**src/rtl/spi_frame_mirror_pkg.sv**
```systemverilog
// ============================================================
// spi_frame_mirror_pkg : shared types for the SPI frame mirror
// Revision 1.0
// ============================================================
`default_nettype none

`define SFM_FRAME_T(LANES, BITS) struct packed { logic [(LANES)-1:0][(BITS)-1:0] lanes; }

package spi_frame_mirror_pkg;

   typedef enum logic [1:0] {
      MODE_MIRROR     = 2'b00,
      MODE_REPLAY     = 2'b01,
      MODE_REPLAY_INV = 2'b10
   } mode_e;

   typedef enum logic [2:0] {
      TX_IDLE     = 3'd0,
      TX_CS_SETUP = 3'd1,
      TX_SHIFT    = 3'd2,
      TX_CS_HOLD  = 3'd3,
      TX_GAP      = 3'd4
   } tx_state_e;

endpackage

`default_nettype wire

```
**src/rtl/spi_frame_fifo.sv**
```systemverilog
// ============================================================
// spi_frame_fifo : first-word-fall-through frame FIFO
// Revision 1.0
// ============================================================
`default_nettype none

module spi_frame_fifo #(
   parameter int G_DEPTH = 4,
   parameter int G_WIDTH = 32
) (
   input  logic                           clk,
   input  logic                           rst,
   input  logic                           i_push,
   input  logic [G_WIDTH-1:0]             i_wdata,
   input  logic                           i_pop,
   output logic [G_WIDTH-1:0]             o_rdata,
   output logic                           o_full,
   output logic                           o_empty,
   output logic [$clog2(G_DEPTH+1)-1:0]   o_level
);

   localparam int c_ptr_w = (G_DEPTH > 1) ? $clog2(G_DEPTH) : 1;
   localparam int c_lvl_w = $clog2(G_DEPTH+1);

   logic [G_DEPTH-1:0][G_WIDTH-1:0] mem_q, mem_d;
   logic [c_ptr_w-1:0]              wr_q, wr_d, rd_q, rd_d;
   logic [c_lvl_w-1:0]              lvl_q, lvl_d;
   logic                            do_push, do_pop;

   function automatic logic [c_ptr_w-1:0] next_ptr(input logic [c_ptr_w-1:0] p);
      return (p == c_ptr_w'(G_DEPTH-1)) ? '0 : p + c_ptr_w'(1);
   endfunction

   assign o_full  = (lvl_q == c_lvl_w'(G_DEPTH));
   assign o_empty = (lvl_q == '0);
   assign o_level = lvl_q;
   assign o_rdata = mem_q[rd_q];

   // A pop frees the slot in the same cycle, so push-while-full succeeds.
   assign do_pop  = i_pop && !o_empty;
   assign do_push = i_push && (!o_full || do_pop);

   always_comb begin
      mem_d = mem_q;
      wr_d  = wr_q;
      rd_d  = rd_q;
      lvl_d = lvl_q;
      if (do_push) begin
         mem_d[wr_q] = i_wdata;
         wr_d        = next_ptr(wr_q);
      end
      if (do_pop) begin
         rd_d = next_ptr(rd_q);
      end
      if (do_push && !do_pop) begin
         lvl_d = lvl_q + c_lvl_w'(1);
      end else if (!do_push && do_pop) begin
         lvl_d = lvl_q - c_lvl_w'(1);
      end
   end

   always_ff @(posedge clk) begin
      mem_q <= mem_d;
   end

   always_ff @(posedge clk) begin
      if (rst) begin
         wr_q  <= '0;
         rd_q  <= '0;
         lvl_q <= '0;
      end else begin
         wr_q  <= wr_d;
         rd_q  <= rd_d;
         lvl_q <= lvl_d;
      end
   end

endmodule

`default_nettype wire

```
**src/rtl/spi_frame_mirror.sv**
```systemverilog
// ============================================================
// spi_frame_mirror : multi-lane SPI mirror / frame replay engine
// Revision 1.0
// ============================================================
`default_nettype none

module spi_frame_mirror
   import spi_frame_mirror_pkg::*;
#(
   parameter int G_SPI_SIZE    = 4,
   parameter int G_FRAME_BITS  = 8,
   parameter int G_FIFO_DEPTH  = 4,
   parameter int G_CLK_DIV     = 4,
   parameter int G_SYNC_STAGES = 2
) (
   input  logic                                clk,
   input  logic                                rst,
   input  logic [1:0]                          i_mode,
   input  logic                                i_tx_en,
   input  logic                                i_spi_clk,
   input  logic                                i_spi_cs_n,
   input  logic [G_SPI_SIZE-1:0]               i_spi_di,
   output logic                                o_spi_clk,
   output logic                                o_spi_cs_n,
   output logic [G_SPI_SIZE-1:0]               o_spi_do,
   output logic [$clog2(G_FIFO_DEPTH+1)-1:0]   o_fifo_level,
   output logic [15:0]                         o_frame_cnt,
   output logic                                o_overflow,
   output logic                                o_frame_err,
   output logic                                o_busy
);

   localparam int c_in_w    = G_SPI_SIZE + 2;
   localparam int c_frame_w = G_SPI_SIZE * G_FRAME_BITS;
   localparam int c_bit_w   = $clog2(G_FRAME_BITS+1);
   localparam int c_div_w   = $clog2(G_CLK_DIV+1);
   localparam int c_half_w  = $clog2(2*G_FRAME_BITS+1);
   localparam logic [c_in_w-1:0] c_sync_rst = c_in_w'(1) << G_SPI_SIZE;

   typedef `SFM_FRAME_T(G_SPI_SIZE, G_FRAME_BITS) frame_t;

   logic [G_SYNC_STAGES-1:0][c_in_w-1:0] sync_q, sync_d;
   logic                  s_clk, s_cs_n;
   logic [G_SPI_SIZE-1:0] s_di;
   logic                  prev_clk_q, prev_cs_n_q;
   logic                  clk_rise, cs_rise, mirror_mode;

   frame_t                cap_q, cap_d, tx_load, tx_frame_q;
   logic [c_bit_w-1:0]    bit_cnt_q, bit_cnt_d;
   logic                  frame_err_q, frame_err_d;
   logic                  overflow_q, overflow_d;
   logic [15:0]           frame_cnt_q, frame_cnt_d;
   logic                  push, pop, fifo_full, fifo_empty;
   logic [c_frame_w-1:0]  fifo_rdata;

   tx_state_e             tx_state_q;
   logic [c_div_w-1:0]    div_q;
   logic [c_half_w-1:0]   half_q;
   logic                  spi_clk_q, spi_cs_n_q;
   logic [G_SPI_SIZE-1:0] spi_do_q;

   always_comb begin
      sync_d    = sync_q;
      sync_d[0] = {i_spi_clk, i_spi_cs_n, i_spi_di};
      for (int i = 1; i < G_SYNC_STAGES; i++) begin
         sync_d[i] = sync_q[i-1];
      end
   end

   assign {s_clk, s_cs_n, s_di} = sync_q[G_SYNC_STAGES-1];
   assign clk_rise    = s_clk && !prev_clk_q;
   assign cs_rise     = s_cs_n && !prev_cs_n_q;
   assign mirror_mode = (i_mode == MODE_MIRROR);

   always_comb begin
      cap_d       = cap_q;
      bit_cnt_d   = bit_cnt_q;
      frame_err_d = 1'b0;
      push        = 1'b0;
      if (mirror_mode) begin
         bit_cnt_d = '0;
      end else if (cs_rise && (bit_cnt_q != '0)) begin
         frame_err_d = 1'b1;
         bit_cnt_d   = '0;
      end else if (clk_rise && !s_cs_n) begin
         for (int l = 0; l < G_SPI_SIZE; l++) begin
            cap_d.lanes[l] = {cap_q.lanes[l][G_FRAME_BITS-2:0], s_di[l]};
         end
         if (bit_cnt_q == c_bit_w'(G_FRAME_BITS-1)) begin
            push      = 1'b1;
            bit_cnt_d = '0;
         end else begin
            bit_cnt_d = bit_cnt_q + c_bit_w'(1);
         end
      end
   end

   assign pop         = (tx_state_q == TX_IDLE) && i_tx_en && !mirror_mode && !fifo_empty;
   assign overflow_d  = overflow_q | (push & fifo_full & ~pop);
   assign frame_cnt_d = frame_cnt_q + 16'(push && (!fifo_full || pop));

   always_ff @(posedge clk) begin
      if (rst) begin
         sync_q      <= {G_SYNC_STAGES{c_sync_rst}};
         prev_clk_q  <= 1'b0;
         prev_cs_n_q <= 1'b1;
         cap_q       <= '0;
         bit_cnt_q   <= '0;
         frame_err_q <= 1'b0;
         overflow_q  <= 1'b0;
         frame_cnt_q <= '0;
      end else begin
         sync_q      <= sync_d;
         prev_clk_q  <= s_clk;
         prev_cs_n_q <= s_cs_n;
         cap_q       <= cap_d;
         bit_cnt_q   <= bit_cnt_d;
         frame_err_q <= frame_err_d;
         overflow_q  <= overflow_d;
         frame_cnt_q <= frame_cnt_d;
      end
   end

   spi_frame_fifo #(
      .G_DEPTH (G_FIFO_DEPTH),
      .G_WIDTH (c_frame_w)
   ) u_fifo (
      .clk     (clk),
      .rst     (rst),
      .i_push  (push),
      .i_wdata (cap_d),
      .i_pop   (pop),
      .o_rdata (fifo_rdata),
      .o_full  (fifo_full),
      .o_empty (fifo_empty),
      .o_level (o_fifo_level)
   );

   // Inversion is applied once at pop time, so the mode is only sampled in IDLE.
   assign tx_load = frame_t'((i_mode == MODE_REPLAY_INV) ? ~fifo_rdata : fifo_rdata);

   always_ff @(posedge clk) begin
      if (rst) begin
         tx_state_q <= TX_IDLE;
         div_q      <= '0;
         half_q     <= '0;
         tx_frame_q <= '0;
         spi_clk_q  <= 1'b0;
         spi_cs_n_q <= 1'b1;
         spi_do_q   <= '0;
      end else begin
         case (tx_state_q)
            TX_IDLE: begin
               div_q  <= '0;
               half_q <= '0;
               if (pop) begin
                  tx_frame_q <= tx_load;
                  spi_clk_q  <= 1'b0;
                  spi_cs_n_q <= 1'b0;
                  for (int l = 0; l < G_SPI_SIZE; l++) begin
                     spi_do_q[l] <= tx_load.lanes[l][G_FRAME_BITS-1];
                  end
                  tx_state_q <= TX_CS_SETUP;
               end else if (mirror_mode) begin
                  {spi_clk_q, spi_cs_n_q, spi_do_q} <= {s_clk, s_cs_n, s_di};
               end else begin
                  spi_clk_q  <= 1'b0;
                  spi_cs_n_q <= 1'b1;
                  spi_do_q   <= '0;
               end
            end
            TX_CS_SETUP: begin
               if (div_q == c_div_w'(G_CLK_DIV-1)) begin
                  div_q      <= '0;
                  spi_clk_q  <= 1'b1;
                  tx_state_q <= TX_SHIFT;
               end else begin
                  div_q <= div_q + c_div_w'(1);
               end
            end
            TX_SHIFT: begin
               if (div_q == c_div_w'(G_CLK_DIV-1)) begin
                  div_q <= '0;
                  if (half_q == c_half_w'(2*G_FRAME_BITS-1)) begin
                     tx_state_q <= TX_CS_HOLD;
                  end else begin
                     half_q    <= half_q + c_half_w'(1);
                     spi_clk_q <= ~spi_clk_q;
                     if (spi_clk_q) begin
                        for (int l = 0; l < G_SPI_SIZE; l++) begin
                           tx_frame_q.lanes[l] <= {tx_frame_q.lanes[l][G_FRAME_BITS-2:0], 1'b0};
                           spi_do_q[l]         <= tx_frame_q.lanes[l][G_FRAME_BITS-2];
                        end
                     end
                  end
               end else begin
                  div_q <= div_q + c_div_w'(1);
               end
            end
            TX_CS_HOLD: begin
               if (div_q == c_div_w'(G_CLK_DIV-1)) begin
                  div_q      <= '0;
                  spi_cs_n_q <= 1'b1;
                  tx_state_q <= TX_GAP;
               end else begin
                  div_q <= div_q + c_div_w'(1);
               end
            end
            TX_GAP: begin
               if (div_q == c_div_w'(G_CLK_DIV-1)) begin
                  div_q      <= '0;
                  tx_state_q <= TX_IDLE;
               end else begin
                  div_q <= div_q + c_div_w'(1);
               end
            end
            default: begin
               tx_state_q <= TX_IDLE;
            end
         endcase
      end
   end

   assign o_spi_clk   = spi_clk_q;
   assign o_spi_cs_n  = spi_cs_n_q;
   assign o_spi_do    = spi_do_q;
   assign o_frame_cnt = frame_cnt_q;
   assign o_overflow  = overflow_q;
   assign o_frame_err = frame_err_q;
   assign o_busy      = (tx_state_q != TX_IDLE);

endmodule

`default_nettype wire

```
**config.mk**
```make
export PLATFORM = sky130hd
export DESIGN_NAME = spi_frame_mirror
export DESIGN_NICKNAME = d
export VERILOG_FILES = /design/src/rtl/spi_frame_mirror_pkg.sv /design/src/rtl/spi_frame_fifo.sv /design/src/rtl/spi_frame_mirror.sv
export SDC_FILE = /design/constraint.sdc
export NUM_CORES = 1
export LEC_CHECK = 0
export BUFFER_PORTS_ARGS = -buffer_cell sky130_fd_sc_hd__buf_2
export CELL_PAD_IN_SITES_DETAIL_PLACEMENT = 1
export CELL_PAD_IN_SITES_GLOBAL_PLACEMENT = 1
export CORE_UTILIZATION = 45
export CTS_CLUSTER_SIZE = 24
export DETAILED_ROUTE_END_ITERATION = 7
export GPL_TIMING_DRIVEN = 0
export PLACE_DENSITY = 0.73
export REMOVE_ABC_BUFFERS = 1
export SETUP_SLACK_MARGIN = 0.3
export SLEW_MARGIN = 0
export SYNTH_ARGS = -nofsm -noshare
export SYNTH_HDL_FRONTEND = slang
export SYNTH_HIERARCHICAL = 1
export SYNTH_SLANG_ARGS = --single-unit
```
**constraint.sdc**
```tcl
create_clock -name clk -period 3.9 [get_ports clk]
set_clock_uncertainty 0.05 [all_clocks]
set_input_delay 0 -clock clk [delete_from_list [all_inputs] [get_ports clk]]
set_output_delay 0 -clock clk [all_outputs]
set_load 0.02 [all_outputs]
```
==> results.yml, run 1 <==
outcome:
  status: "complete, but fails checks"
  violations: "hold timing"
layout:
  seqCellArea_sq_um: 6250
  n_fill_cell: 2171
  final_cells: 1075
  num_antenna_cells: 0
  area_growth_pct: 14.5
  multi_input_area_sq_um: 3560
  drive_gt1_share_pct: 20.9
  fin_nets: 801
timing:
  period_needed_ps: 3320
  rsz0062_at_grt: "no"
  finalCritPeriodShare_pct: 85.2
  setup-violations-final: 0
  hold_slack_ps: -23.6
  timing.final.ws_setup_ps: 577
  slew_headroom_pct: 11.6
  hold_viol_final: 1
  fmax_mhz: 301
  slew_viol_final: 0
  worst_pin_slew_ps: 1320
logic_synthesis:
  ys_seq_area_share_pct: 62.2
  synthFlopType: "edfxtp_1"
  synthCells: 741
  synth_most_common_cell: "edfxtp_1"
  syn-mean-instance-area_sq_um: 13.6
  yosys_warnings: 6
  ys_seq_elements: 248
  synth_top_area_cell: "edfxtp_1"
  synth_common_cells: "128 x edfxtp_1, 120 x dfxtp_1, 41 x xor2_1"
  synthArstFlopShare_pct: 0
  synth.top_cell.area_share_pct: 38.3
  synthTopCellsByArea: "edfxtp_1 38%, dfxtp_1 24%, mux4_2 7.2%"
  yosysUniqueCellTypes: 64
  syn_area_sq_um: 10000
  synth_edf_count: 128
setup_path:
  reg2reg_from: "tx_state_q[0]"
  critPathKind: "flip-flop to flip-flop"
  start_kind: "flip-flop"
  reg2regPathDepth: 12
  worstPathCellList: "nor3_4 > inv_2 > or3_4 > inv_2 > or4b_4 > and2_4 > ha_1 > inv_1 > fa_1 > xor2_1 > or3_1 > a21oi_1"
  path_max_fanout: 13
  crit_slowest_cell: "or3_4"
  cp_common_cell: "inv_2"
  timing.rr.end: "u_fifo/o_level[2]"
  slowest_delay_ps: 530
  crit_path_end_kind: "flip-flop"
  ff2ff_setup_slack_ps: 580
  cp.required_ps: 4280
  cp-startpoint: "tx_state_q[0]"
  cp.arrival_ps: 3710
drt:
  wl_per_cell_um: 20.7
  avgViaCountPerCell: 5.59
  num_vias: 6014
  routed_wl_um: 22200
  drt_iter0_markers: 289
  drc_errors: 0
  ant_nets: 0
  drtPass1Iterations: 4
clocking:
  clkTransAtPathRegs_ps: 60
  clk_latency_ps: 520
  cts_tree: "done"
  h-tree-depth: 1
  cts_sinks: 248
  postCtsSetupBuffers: 0
  ctsRootBufferMaster: "clkbuf_16"
  cts_buffer_depth: 3
  cts_buffers: 26
min_path:
  hp-class: "input pin to flip-flop"
  worstHoldStart: "i_mode[1]"
  min_to: "o_frame_err"
  holdPathStages: 3
die:
  rows: 54
  initial_core_util_pct: 45.9
  ios: 39
  core_sq_um: 21900
  die_x_um: 151
  die_y_um: 151
  die_area_sq_um: 22900
power_and_ir_drop:
  switching_share_pct: 19.5
  power_density_nw_per_um2: 465
  clockPowerShare_pct: 47.4
  p_int_mw: 4.30
  ir_drop_mv: 0.293
  p_sw_mw: 1.04
  leakagePower_nw: 4.19
  seqPwrFrac_pct: 51.0
  pwr-share-comb_pct: 1.6
grt:
  grt_util_all_layers_pct: 20.0
  grt_max_degree: 65
  grt_pass1_wl_um: 35100
  antenna_found_initial: 0
  grt_overflow: 0
  grt_pass1_vias: 6578
job:
  drv_cap: 0
placement:
  dp_cells: 1019
  dp_hpwl_um: 12800
  place_ws_ps: 449
  io_buffers: 38
  place_congestion: 0.767
## timing repair
item,in CTS,in global routing
hold buffers,9,0
resized for setup,0,2
endpoints found under the setup margin,0,2
endpoints found under the hold margin,8,0
## per-layer routing
metal	track usage (%)	vias up	wire [um]
li1	-	2794	-
met1	25.3	3084	9900
met2	35.6	103	11200
met3	3.22	33	834
met4	4.80	0	312
met5	0	-	0
## critical path: cells and delay by family, from the launching register on
family / cells / cell delay [ps]
simple gates: 5 / 1490
fa+ha+maj: 2 / 570
flops: 1 / 460
buf+inv: 3 / 350
xor+xnor: 1 / 180
compound gates: 1 / 140
## cells in the final DEF, fill, tap and decap left out, types with 28 or more instances in the layout
master	n
nand2_1	34
xor2_1	41
mux4_2	32
dfxtp_1	118
buf_2	38
edfxtp_1	128
o21ai_0	32
and2_1	34
mux2_2	28
nor2_1	32
## logic make-up (layout without fill, tap and decap cells)
family / after synthesis / in the layout / share of synthesized area, %
compound gates: 107 / 107 / 7.07
mux: 67 / 67 / 11.1
flops: 248 / 248 / 62.2
fa+ha+maj: 15 / 15 / 1.92
simple gates: 199 / 199 / 11.0
xor+xnor: 47 / 47 / 4.10
buf+inv: 58 / 112 / 2.65
## power by group through the flow
stage	combinational (mW)	sequential, mW	clock (mW)
detailed placement	0.0776	2.78	0
CTS	0.0851	2.73	2.58
global placement	0.0734	2.78	0
finish	0.0843	2.73	2.54
global route	0.0924	2.73	2.68
floorplan	0.0388	2.78	0
## metrics by stage
step           hold slack [ps]  TNS [ps]  power (mW)  cell area (sq um)  util (%)
2_1_floorplan             19.1         0        2.82               9830         -
3_3_place_gp               136    -56640        2.86              10400      47.4
3_5_place_dp               149         0        2.86              10500      48.0
4_1_cts                    103         0        5.39              11500      52.5
5_1_grt                   11.7         0        5.50              11500      52.5
6_report                 -23.6         0        5.35              11500      52.5
## area by class of cell
| class | instances | share of cell area (%) |
|---|---|---|
| Timing Repair Buffer | 53 | 3.61 |
| Inverter | 12 | 0.392 |
| Tap cell | 280 | 3.05 |
| Sequential cell | 248 | 54.3 |
| Multi-Input combinational cell | 435 | 31.0 |
| Clock buffer | 38 | 6.67 |
| Clock inverter | 9 | 1.00 |
## state kept, by name, indices dropped and copies added (netlist names), 3 cells and up
register / cells
div_q: 3
half_q: 5
sync_d: 6
tx_state_q: 3
u_fifo/o_level: 3
o_frame_cnt: 16
bit_cnt_q: 4
o_spi_do: 4
s_di: 4
cap_q: 32
tx_frame_q: 28
u_fifo/mem_q: 128
## how the worst max path moves through the flow
stage                              to  slack, ps  depth (start not counted)
finish              u_fifo/o_level[2]        580                         12
global route        u_fifo/o_level[2]        450                         12
CTS                 u_fifo/o_level[2]        450                         13
detailed placement     tx_frame_q[21]        450                          4
global placement        tx_frame_q[5]       -340                          4
floorplan                   cap_q[17]        990                          4
(Power assumes the default switching activity.)
==> run 2: changes to the inputs <==
- ABC_AREA: unset -> 1
- PLACE_DENSITY: 0.73 -> 0.78
==> results.yml, run 2 <==
layout:
  layout_commonest_cell: "nand2_1"
  reg.largest.list: "u_fifo/mem_q (128), cap_q (32), tx_frame_q (28)"
  layout_common_cells: "232 x nand2_1, 199 x nor2_1, 167 x inv_1"
  top_register: "u_fifo/mem_q"
  final_cells: 1603
  seqCellArea_sq_um: 6250
  multi_input_area_sq_um: 3560
  n_fill_cell: 2766
  design_area_sq_um: 12200
  fin_nets: 1288
  largest_reg_flops: 128
  drive_gt1_share_pct: 10.7
  num_antenna_cells: 0
  area_growth_pct: 13.4
logic_synthesis:
  synth_common_cells: "235 x nand2_1, 205 x nor2_1, 168 x inv_1"
  synth_top_family_by_area: "simple AND/OR/NAND/NOR gates"
  ys_seq_area_share_pct: 58.3
  synth-adder-area-share_pct: 1.70
  synthTopCellsByArea: "edfxtp_1 36%, dfxtp_1 22%, nand2_1 8.2%"
  synth.top_cell.area_share_pct: 35.9
  muxShareOfSynthArea_pct: 0
  ys_seq_elements: 248
  syn_area_sq_um: 10700
  synth_xor_area_share_pct: 0.245
  synth-compound-area-share_pct: 10.1
  synthCells: 1238
  synthFlopType: "edfxtp_1"
  synth_most_common_cell: "nand2_1"
  synthArstFlopShare_pct: 0
  synth_top_area_cell: "edfxtp_1"
  syn-mean-instance-area_sq_um: 8.66
  synth_edf_count: 128
  yosys_warnings: 6
  yosys.area_share.simple_pct: 20.8
  yosysUniqueCellTypes: 33
setup_path:
  path_max_fanout: 10
  worst-path-buf-inv: 5
  critPathKind: "flip-flop to flip-flop"
  crit_family: "simple AND/OR/NAND/NOR gates"
  cp.arrival_ps: 3600
  crit_slowest_cell: "dfxtp_1"
  cp_common_cell: "nand2_1"
  slowest_delay_ps: 430
  start_kind: "flip-flop"
  crit_path_end_kind: "flip-flop"
  cp.required_ps: 4270
  ff2ff_setup_slack_ps: 670
  worstPathCellList: "nor2_1 > nand2_1 > inv_1 > nor2_1 > nand2_1 > nor2_4 > inv_1 > nand3_1 > nand2_1 > inv_1 > ha_1 > inv_1 > fa_1 > inv_1 > nand2_1 > nand3_1 > nand2_1 > nand2_1 > nor2_1"
power_and_ir_drop:
  clockPowerShare_pct: 39.7
  switching_share_pct: 27.2
  p_int_mw: 4.60
  p_sw_mw: 1.72
  ir_drop_mv: 0.271
  seqPwrFrac_pct: 45.8
  leakagePower_nw: 5.26
  power_density_nw_per_um2: 520
  pwr-share-comb_pct: 14.4
grt:
  grt_util_all_layers_pct: 21.6
  grt_max_degree: 65
  grt_overflow: 0
  grt_pass1_wl_um: 41700
  grt_pass1_vias: 8459
  antenna_found_initial: 0
drt:
  ant_nets: 0
  wl_per_cell_um: 16.1
  routed_wl_um: 25800
  drtPass1Iterations: 4
  num_vias: 8130
  drt_iter0_markers: 281
  topRoutingLayerUsed: "met4"
  wl_met2_um: 13700
  dr_wl_met3_um: 781
  avgViaCountPerCell: 5.07
  m1WireLength_um: 10700
  drc_errors: 0
placement:
  place_congestion: 0.738
  dp_hpwl_um: 15900
  place_ws_ps: 281
  io_buffers: 38
  place_area_sq_um: 11200
  dp_cells: 1547
clocking:
  cts_tree: "done"
  cts_buffers: 27
  clkTransAtPathRegs_ps: 60
  cts_sinks: 248
  clk_latency_ps: 540
  ctsRootBufferMaster: "clkbuf_16"
  cts_buffer_depth: 3
  h-tree-depth: 1
die:
  core_sq_um: 23400
  die_area_sq_um: 24400
  die_x_um: 156
  rows: 56
  ios: 39
  initial_core_util_pct: 45.8
  die_y_um: 156
timing:
  finalCritPeriodShare_pct: 82.8
  slew_headroom_pct: 19.9
  period_needed_ps: 3230
  tns_ps: 0
  slew_viol_final: 0
  hold_viol_final: 1
  setup-violations-final: 0
  timing.final.ws_setup_ps: 672
  hold_slack_ps: -3.28
  worst_pin_slew_ps: 1200
  fmax_mhz: 310
  rsz0062_at_grt: "no"
min_path:
  hp-class: "input pin to flip-flop"
outcome:
  violations: "hold timing"
  status: "complete, but fails checks"
job:
  drv_cap: 0
==> run 2: cell types whose count changed in the layout (fill, tap and decap cells not counted), moves of 24 or more <==
cell and change:
o21ai_0 +67, mux4_2 -32, xor2_1 -38, a21oi_1 +31
and2_1 -33, o22ai_1 +32, a22o_1 -24, inv_1 +157
nand2_1 +198, mux2_2 -28, nor2_1 +167, nand3_1 +29
==> run 2: final cells by class <==
cell class | instances | share of cell area (%)
Timing Repair Buffer | 52 | 3.50
Multi-Input combinational cell | 761 | 29.3
Sequential cell | 248 | 51.4
Tap cell | 319 | 3.28
Clock inverter | 12 | 1.01
Clock buffer | 38 | 6.16
Inverter | 173 | 5.34
==> run 2: power groups by stage <==
stage	clock (mW)	sequential, mW	combinational, mW
floorplan	0	2.95	0.602
global placement	0	2.95	0.856
detailed placement	0	2.95	0.904
CTS	2.56	2.90	0.925
global route	2.66	2.91	1.04
finish	2.51	2.90	0.912
==> run 2: timing repair <==
item | 4_1_cts | 5_1_grt
cloned | 0 | 0
buffers inserted | 0 | 0
hold buffers | 6 | 0
hold endpoints to repair | 6 | 0
gates resized for setup | 1 | 2
setup endpoints to repair | 2 | 2
==> run 2: layer usage <==
| layer | track usage, % | up-vias |
|---|---|---|
| li1 | - | 4033 |
| met1 | 24.5 | 3965 |
| met2 | 41.4 | 86 |
| met3 | 2.88 | 46 |
| met4 | 6.77 | 0 |
| met5 | 0 | - |
==> run 2: worst register-to-register path: stages (launching register included) <==
cell and delay (ps):
dfxtp_1 430, nor2_1 90, nand2_1 160, inv_1 70, nor2_1 120, nand2_1 140, nor2_4 350, inv_1 90
nand3_1 190, nand2_1 290, inv_1 140, ha_1 170, inv_1 70, fa_1 390, inv_1 70, nand2_1 50
nand3_1 100, nand2_1 60, nand2_1 50, nor2_1 40
==> run 2: through the flow <==
| stage | utilization (%) | power (mW) |
|---|---|---|
| 6_report | 51.9 | 6.32 |
| 5_1_grt | 51.9 | 6.61 |
| 4_1_cts | 51.9 | 6.39 |
| 3_5_place_dp | 47.9 | 3.86 |
| 3_3_place_gp | 47.0 | 3.80 |
| 2_1_floorplan | - | 3.56 |
==> run 2: worst paths after layout <==
check | from | to | cells after the start
worst min register to register | sync_d[6] | s_di[0] | 2
worst max-delay path | u_fifo/o_level[1] | u_fifo/o_level[2] | 19
worst max register to register | u_fifo/o_level[1] | u_fifo/o_level[2] | 19
worst min-delay path | rst | o_frame_cnt[12] | 2
==> run 2: logic make-up after synthesis <==
family,after synthesis
flip-flops,248
XOR/XNOR,3
adder cells (fa/ha/maj),14
AO/OA/AOI/OAI,206
AND/OR/NAND/NOR,538
buffers and inverters,229
